==> config.mk <==
export PLATFORM = sky130hd
export DESIGN_NAME = chip_burst_ctrl
export DESIGN_NICKNAME = d
export VERILOG_FILES = /design/src/rtl/chip_burst_ctrl.sv
export SDC_FILE = /design/constraint.sdc
export NUM_CORES = 1
export LEC_CHECK = 0
export ABC_AREA = 0
export CAP_MARGIN = 5
export CORE_AREA = 4 4 183 185
export CTS_CLUSTER_DIAMETER = 120
export DETAILED_ROUTE_END_ITERATION = 6
export DIE_AREA = 0 0 187 189
export DONT_BUFFER_PORTS = 1
export SETUP_SLACK_MARGIN = 0.15
export SLEW_MARGIN = 0
export SYNTH_ARGS = -nofsm -noshare
export SYNTH_HDL_FRONTEND = slang
export SYNTH_SLANG_ARGS = --single-unit
==> constraint.sdc <==
create_clock -name clk -period 5.2 [get_ports clk]
set_clock_uncertainty 0.1 [all_clocks]
set_input_delay 1.04 -clock clk [delete_from_list [all_inputs] [get_ports clk]]
set_output_delay 1.04 -clock clk [all_outputs]
set_load 0.01 [all_outputs]
==> src/rtl/chip_burst_ctrl.sv <==
// rtl/chip_burst_ctrl.sv - burst controller driving one bank of a multi-bank chip
// Latches a request in IDLE, plays BL column beats to one bank, returns a completion.
module chip_burst_ctrl #(
  parameter int BGWIDTH      = 2,
  parameter int BAWIDTH      = 2,
  parameter int COLWIDTH     = 10,
  parameter int DEVICE_WIDTH = 4,
  parameter int BL           = 8,
  parameter int CHWIDTH      = 5,
  parameter int RDLAT        = 1
) (
  input  logic                         clk,
  input  logic                         rst_n,
  input  logic                         req_valid,
  output logic                         req_ready,
  input  logic                         req_write,
  input  logic [BGWIDTH-1:0]           req_bg,
  input  logic [BAWIDTH-1:0]           req_ba,
  input  logic [CHWIDTH-1:0]           req_row,
  input  logic [COLWIDTH-1:0]          req_col,
  input  logic [BL*DEVICE_WIDTH-1:0]   req_wdata,
  output logic                         rsp_valid,
  input  logic                         rsp_ready,
  output logic                         rsp_write,
  output logic [BL*DEVICE_WIDTH-1:0]   rsp_rdata,
  output logic                         rd_o_wr [(2**BGWIDTH)-1:0][(2**BAWIDTH)-1:0],
  output logic [DEVICE_WIDTH-1:0]      dqin    [(2**BGWIDTH)-1:0][(2**BAWIDTH)-1:0],
  input  logic [DEVICE_WIDTH-1:0]      dqout   [(2**BGWIDTH)-1:0][(2**BAWIDTH)-1:0],
  output logic [CHWIDTH-1:0]           row     [(2**BGWIDTH)-1:0][(2**BAWIDTH)-1:0],
  output logic [COLWIDTH-1:0]          column  [(2**BGWIDTH)-1:0][(2**BAWIDTH)-1:0]
);

  // counter is shared between burst beats and the drain wait, so it must hold RDLAT-1 too
  localparam int CW = ($clog2(BL) > 2) ? $clog2(BL) : 2;

  typedef enum logic [2:0] {IDLE, WRITE, READ, DRAIN, RESP} state_t;

  state_t                    state, state_n;
  logic [CW-1:0]             beat;
  logic                      ready_q;
  logic                      accept;
  logic                      write_q;
  logic [BGWIDTH-1:0]        bg_q;
  logic [BAWIDTH-1:0]        ba_q;
  logic [CHWIDTH-1:0]        row_q;
  logic [COLWIDTH-1:0]       col_q;
  logic [BL*DEVICE_WIDTH-1:0] wdata_q;
  logic                      tap_v;
  logic [CW-1:0]             tap_i;

  always_ff @(posedge clk or negedge rst_n) begin
    if (!rst_n) state <= IDLE;
    else        state <= state_n;
  end

  always_comb begin
    state_n   = state;
    req_ready = 1'b0;
    case (state)
      IDLE: begin
        req_ready = ready_q;
        if (req_valid && ready_q) state_n = req_write ? WRITE : READ;
      end
      WRITE:   if (beat == CW'(BL - 1)) state_n = RESP;
      READ:    if (beat == CW'(BL - 1)) state_n = DRAIN;
      DRAIN:   if (beat == CW'(RDLAT - 1)) state_n = RESP;
      RESP:    if (rsp_valid && rsp_ready) state_n = IDLE;
      default: state_n = IDLE;
    endcase
  end

  assign accept    = req_valid && req_ready;
  assign rsp_write = write_q;

  always_ff @(posedge clk or negedge rst_n) begin
    if (!rst_n) begin
      ready_q   <= 1'b0;
      beat      <= '0;
      write_q   <= 1'b0;
      bg_q      <= '0;
      ba_q      <= '0;
      row_q     <= '0;
      col_q     <= '0;
      wdata_q   <= '0;
      rsp_valid <= 1'b0;
      rsp_rdata <= '0;
    end else begin
      ready_q <= 1'b1;
      if (accept) begin
        beat      <= '0;
        write_q   <= req_write;
        bg_q      <= req_bg;
        ba_q      <= req_ba;
        row_q     <= req_row;
        col_q     <= req_col;
        wdata_q   <= req_wdata;
        rsp_rdata <= '0;
      end else if (state == WRITE || state == READ || state == DRAIN) begin
        beat <= (state_n != state) ? '0 : beat + CW'(1);
      end
      if (tap_v) rsp_rdata[int'(tap_i)*DEVICE_WIDTH +: DEVICE_WIDTH] <= dqout[bg_q][ba_q];
      // registered valid leaves one settle cycle in RESP before the completion is offered
      rsp_valid <= (state == RESP) && !(rsp_valid && rsp_ready);
    end
  end

  // beat index travels alongside the chip's read latency to the capture point
  generate
    if (RDLAT == 1) begin : g_nodly
      assign tap_v = (state == READ);
      assign tap_i = beat;
    end else begin : g_dly
      logic          dv [RDLAT-1];
      logic [CW-1:0] di [RDLAT-1];
      always_ff @(posedge clk or negedge rst_n) begin
        if (!rst_n) begin
          for (int i = 0; i < RDLAT - 1; i++) begin
            dv[i] <= 1'b0;
            di[i] <= '0;
          end
        end else begin
          dv[0] <= (state == READ);
          di[0] <= beat;
          for (int i = 1; i < RDLAT - 1; i++) begin
            dv[i] <= dv[i-1];
            di[i] <= di[i-1];
          end
        end
      end
      assign tap_v = dv[RDLAT-2];
      assign tap_i = di[RDLAT-2];
    end
  endgenerate

  always_comb begin
    for (int g = 0; g < 2**BGWIDTH; g++) begin
      for (int b = 0; b < 2**BAWIDTH; b++) begin
        rd_o_wr[g][b] = 1'b0;
        dqin[g][b]    = '0;
        row[g][b]     = '0;
        column[g][b]  = '0;
      end
    end
    if (state == WRITE || state == READ) begin
      rd_o_wr[bg_q][ba_q] = (state == WRITE);
      row[bg_q][ba_q]     = row_q;
      column[bg_q][ba_q]  = col_q + COLWIDTH'(beat);
      dqin[bg_q][ba_q]    = (state == WRITE) ? wdata_q[int'(beat)*DEVICE_WIDTH +: DEVICE_WIDTH] : '0;
    end
  end

endmodule

=== Yosys cells after proc, flatten, opt, wreduce, memory -nomap -nowiden ===
Cells that the tools add are included.

* Output and inout port bits: 355
* Input port bits: 120
* Logic and storage cells: 82
* Register bits after elaboration: 92

* Add/sub/neg operators: 3
* Reduce and logical (&&, ||, !) cells: 12
* Magnitude comparators: 4
* Multiplexer cells: 39
* Shift-type cells: 3
* Bitwise logic cells: 4
* Equality and inequality tests: 6

{| class="wikitable"
|+ Operator list
! operator !! number
|-
| $and A160 B160 Y160 || 1
|-
| $mux W160 || 1
|-
| $and A80 B80 Y80 || 1
|-
| $demux W40 S2 || 1
|-
| $mux W80 || 1
|-
| $and A64 B64 Y64 || 1
|-
| $mux W32 || 2
|-
| $mux W64 || 1
|-
| $mux W16 || 3
|-
| $demux W20 S2 || 1
|-
| $mux W40 || 1
|-
| $neg A5 Y33 || 1
|-
| $shift A4 B33 Y32 const A || 1
|-
| $shiftx A4 B33 Y32 || 1
|-
| $bmux W16 S2 || 1
|-
| $bwmux W32 || 1
|-
| $demux W16 S2 || 1
|-
| $shiftx A32 B6 Y4 || 1
|-
| $mux W3 || 8
|-
| $demux W10 S2 || 1
|-
| $mux W20 || 1
|-
| $and A16 B16 Y16 || 1
|-
| $demux W4 S2 || 2
|-
| $mux W4 || 4
|-
| other kinds (21) || 33
|}

=== Longest topological paths before layout ===
* Depth after elaboration: 8
* Mapped depth: 9
* Depth with buffers taken out: 7

=== Worst setup path after synthesis ===
Ideal clock, no wire load.

* Path kind: flip-flop to output port
* From: register beat[1]
* To: output column[108] in the netlist's numbering
* Path slack: 1.705 ns
* Required time: 4.060 ns
* Data arrival time: 2.355 ns
* Stages on the path, launching flop included: 9
* Buffers on the path: 2
* Path through: dfrtp_1 > clkbuf_1 > inv_1 > fa_1 > nor2b_1 > o2111ai_1 > xor2_1 > clkbuf_1 > nor2_1

{| class="wikitable"
|+ RTL lines
! item !! line !! source
|-
| from (decl) || 39 || <nowiki>logic [CW-1:0] beat;</nowiki>
|-
| from (signal assigned) || 99 || <nowiki>beat <= (state_n != state) ? '0 : beat + CW'(1);</nowiki>
|-
| to (decl) || 30 || <nowiki>output logic [COLWIDTH-1:0] column [(2**BGWIDTH)-1:0][(2**BAWIDTH)-1:0]</nowiki>
|}

==> results.txt <==
initial antenna violation count -> 5
H-tree depth -> 3
switching share of power -> 51.2%
RSZ-0062 raised after global routing -> false
clock transition at the registers of the reported paths -> 80 ps
Crit Path Class -> reg -> out
Net Switching -> 2.55 mW
synth warn -> 0
clock sink count -> 92
setup TNS -> 0 ps
CTS buffer count -> 9
Die H -> 189 um
DR vias/cell -> 5.25
Setup Viol. Count Final -> 0
storage element area -> 0.00230 mm^2
most frequent cell after synthesis -> nor2_1
initial cell density of the core -> 22.3%
Avg Inst Size Synth -> 9.02 um^2
Post-CTS Hold Fix Bufs -> 0
Routed WL -> 28900 um
Simple-Gate Fraction of Synth Area -> 31.8%
first-pass GRT wire length -> 39600 um
crit path launch type -> flip-flop
Max VDD drop -> 0.267 mV
max-cap viol count -> 0
Final HPWL DP -> 22000 um
post_cts resized -> 0
largest net degree at the start of global routing -> 93
Routed Antenna Nets -> 0
Wirelength per Cell -> 25.0 um
combinational family with the most area after synthesis -> simple AND/OR/NAND/NOR gates
post-synthesis compound-gate area fraction -> 8.78%
clock root buffer -> clkbuf_16
Final Cycle Share -> 79.5%
critical path's largest stage delay -> 870 ps
EDFF count, synth -> 0
Area contributors post-synth -> dfrtp_1 32%, nor2_1 9.6%, and2_1 8.9%
async set-reset flop share out of synthesis -> 100%
sequential cell area fraction in the yosys report -> 32.3%
Post-synth top cells -> 182 x nor2_1, 101 x and2_1, 92 x dfrtp_1, 56 x mux2_2, 51 x nand2_1
drt initial violations -> 736
worst-skew pair later-pin latency -> 360 ps
status -> complete, no violations
site row count -> 66
crit end category -> primary output
layout cell share with drive strength beyond 1 -> 19.7%
# diodes -> 0
# fillers -> 3445
clock share of power -> 14.7%
Synth Instances -> 791
final hold violation count -> 0
area share of the largest cell type after synthesis -> 32.3%
post-synthesis xor/xnor area fraction -> 0.736%
f_max -> 0.242 GHz
CP max FO -> 21
GRT Total Usage -> 14.8%
Max Root-Sink Buffers -> 2
count of cell types in the netlist -> 55
power share of the combinational group -> 54.4%
#FFs+latches synth -> 92
worst path cell trace -> nand2b_1 -> nor4_2 -> nand2_1 -> mux2i_1
Post-CTS Setup Inserts -> 0
crit path max-delay cell type -> nor4_2
die area -> 0.0353 mm^2
Pint -> 2.43 mW
arrival time worst endpoint -> 3000 ps
Post-synth top flop -> dfrtp_1
DRT Pass-1 Iters -> 6
R2R depth -> 4
Port Buffers -> 0
Slew Limit Headroom -> 28.7%
core area -> 0.0320 mm^2
CTS tree -> done
GRT overflow -> 0
HP Class -> in -> async
Power Total -> 4.99 mW
NumNets Final -> 868
Lkg Pwr -> 2.83 nW
crit path time final -> 4140 ps
synthesized cell area -> 0.00714 mm^2
total vias in the final route -> 6054
Net Count, Synth -> 919
Cell Pwr Density -> 645 mW/mm^2
Pins Over Slew Limit -> 0
post-synth top area cell -> dfrtp_1
vias in the first global route -> 5390
mux cell area share after synthesis -> 19.6%
Residual DRC -> 0
Placer Congestion -> 0.840
Ports -> 475
Synth-to-Final Area Change -> 8.33%
worst slew pin tran -> 1070 ps
Die W -> 187 um
multi-input logic area -> 0.00448 mm^2
Seq pwr share -> 30.9%
Req. time, crit path -> 4060 ps
Synth Area in Adders -> 1.51%
stage by stage:
step / utilization, % / cell area, um^2 / cells / hold WS, ps / setup WS (ps)
global route: 24.1 / 7730 / 1153 / 255 / 746
global placement: 23.1 / 7410 / 1137 / 382 / 1550
floorplan: - / 7140 / 791 / 374 / 1700
finish: 24.1 / 7730 / 1153 / 277 / 1060
CTS: 24.1 / 7730 / 1153 / 251 / 990
detailed placement: 23.1 / 7410 / 1137 / 390 / 1380
state kept, by name, indices dropped and copies added (netlist names):
register,flops
bg_q,2
rsp_valid,1
rsp_rdata,32
beat,3
state,3
wdata_q,32
col_q,10
ba_q,2
ready_q,1
row_q,5
rsp_write,1
final timing paths:
check / startpoint / to / slack, ps
max: ba_q[1]$_DFFE_PN0P_ / column[67] / 1060
min: rst_n / wdata_q[22]$_DFFE_PN0P_ / 280
max reg2reg: state[2]$_DFF_PN0_ / rsp_rdata[22]$_DFF_PN0_ / 2210
min reg2reg: wdata_q[31]$_DFFE_PN0P_ / wdata_q[31]$_DFFE_PN0P_ / 400
max in group asynchronous: rst_n / rsp_rdata[4]$_DFF_PN0_ / 4580
min in group clk: wdata_q[31]$_DFFE_PN0P_ / wdata_q[31]$_DFFE_PN0P_ / 400
power by group through the flow:
| stage | Clock (mW) | Combinational, mW | Sequential [mW] |
|---|---|---|---|
| floorplan | 0 | 2.21 | 1.25 |
| global placement | 0 | 2.66 | 1.53 |
| detailed placement | 0 | 2.72 | 1.55 |
| CTS | 0.764 | 2.72 | 1.54 |
| global route | 0.791 | 2.91 | 1.61 |
| finish | 0.733 | 2.72 | 1.54 |
per-layer routing:
metal / wire, um / GRT usage [%]
met1: 12500 / 20.5
met2: 13500 / 23.1
met3: 2450 / 4.26
met4: 294 / 3.16
met5: 66 / 0
final cells by class:
cell class                      instances  share of cell area (%)
Tap cell                              408                    6.60
Sequential cell                        92                    29.8
Timing Repair Buffer                   12                    1.17
Clock buffer                            9                    2.91
Multi-Input combinational cell        619                    58.0
Inverter                                6                   0.291
Clock inverter                          7                    1.26
critical path, delay by kind of cell (launching register included):
family,cells,cell delay (ps)
flops,1,840
simple gates,3,1500
mux,1,300
logic make-up (layout without fill, tap and decap cells):
group                    after synthesis  count (layout)
AND/OR/NAND/NOR                      417             417
multiplexers                         101             101
flip-flops                            92              92
AO/OA/AOI/OAI                         86              86
buffers and inverters                 80              34
adder cells (fa/ha/maj)                8               8
XOR/XNOR                               6               6
other                                  1               1
placed cells by master (no fill, tap or decap), types with 6 or more instances in the layout:
master,n
mux4_2,19
inv_1,6
nor2_1,182
buf_4,12
nand3_1,15
nand2_1,50
and2_1,101
o21ai_1,13
nor4_4,8
mux2_2,56
o2bb2ai_1,16
a21oi_1,34
ha_1,7
a22o_1,6
nor4_2,8
dfrtp_1,91
mux2i_1,21
clkbuf_16,9
nand2b_1,20
No activity file was read; power rests on OpenSTA's default activity.
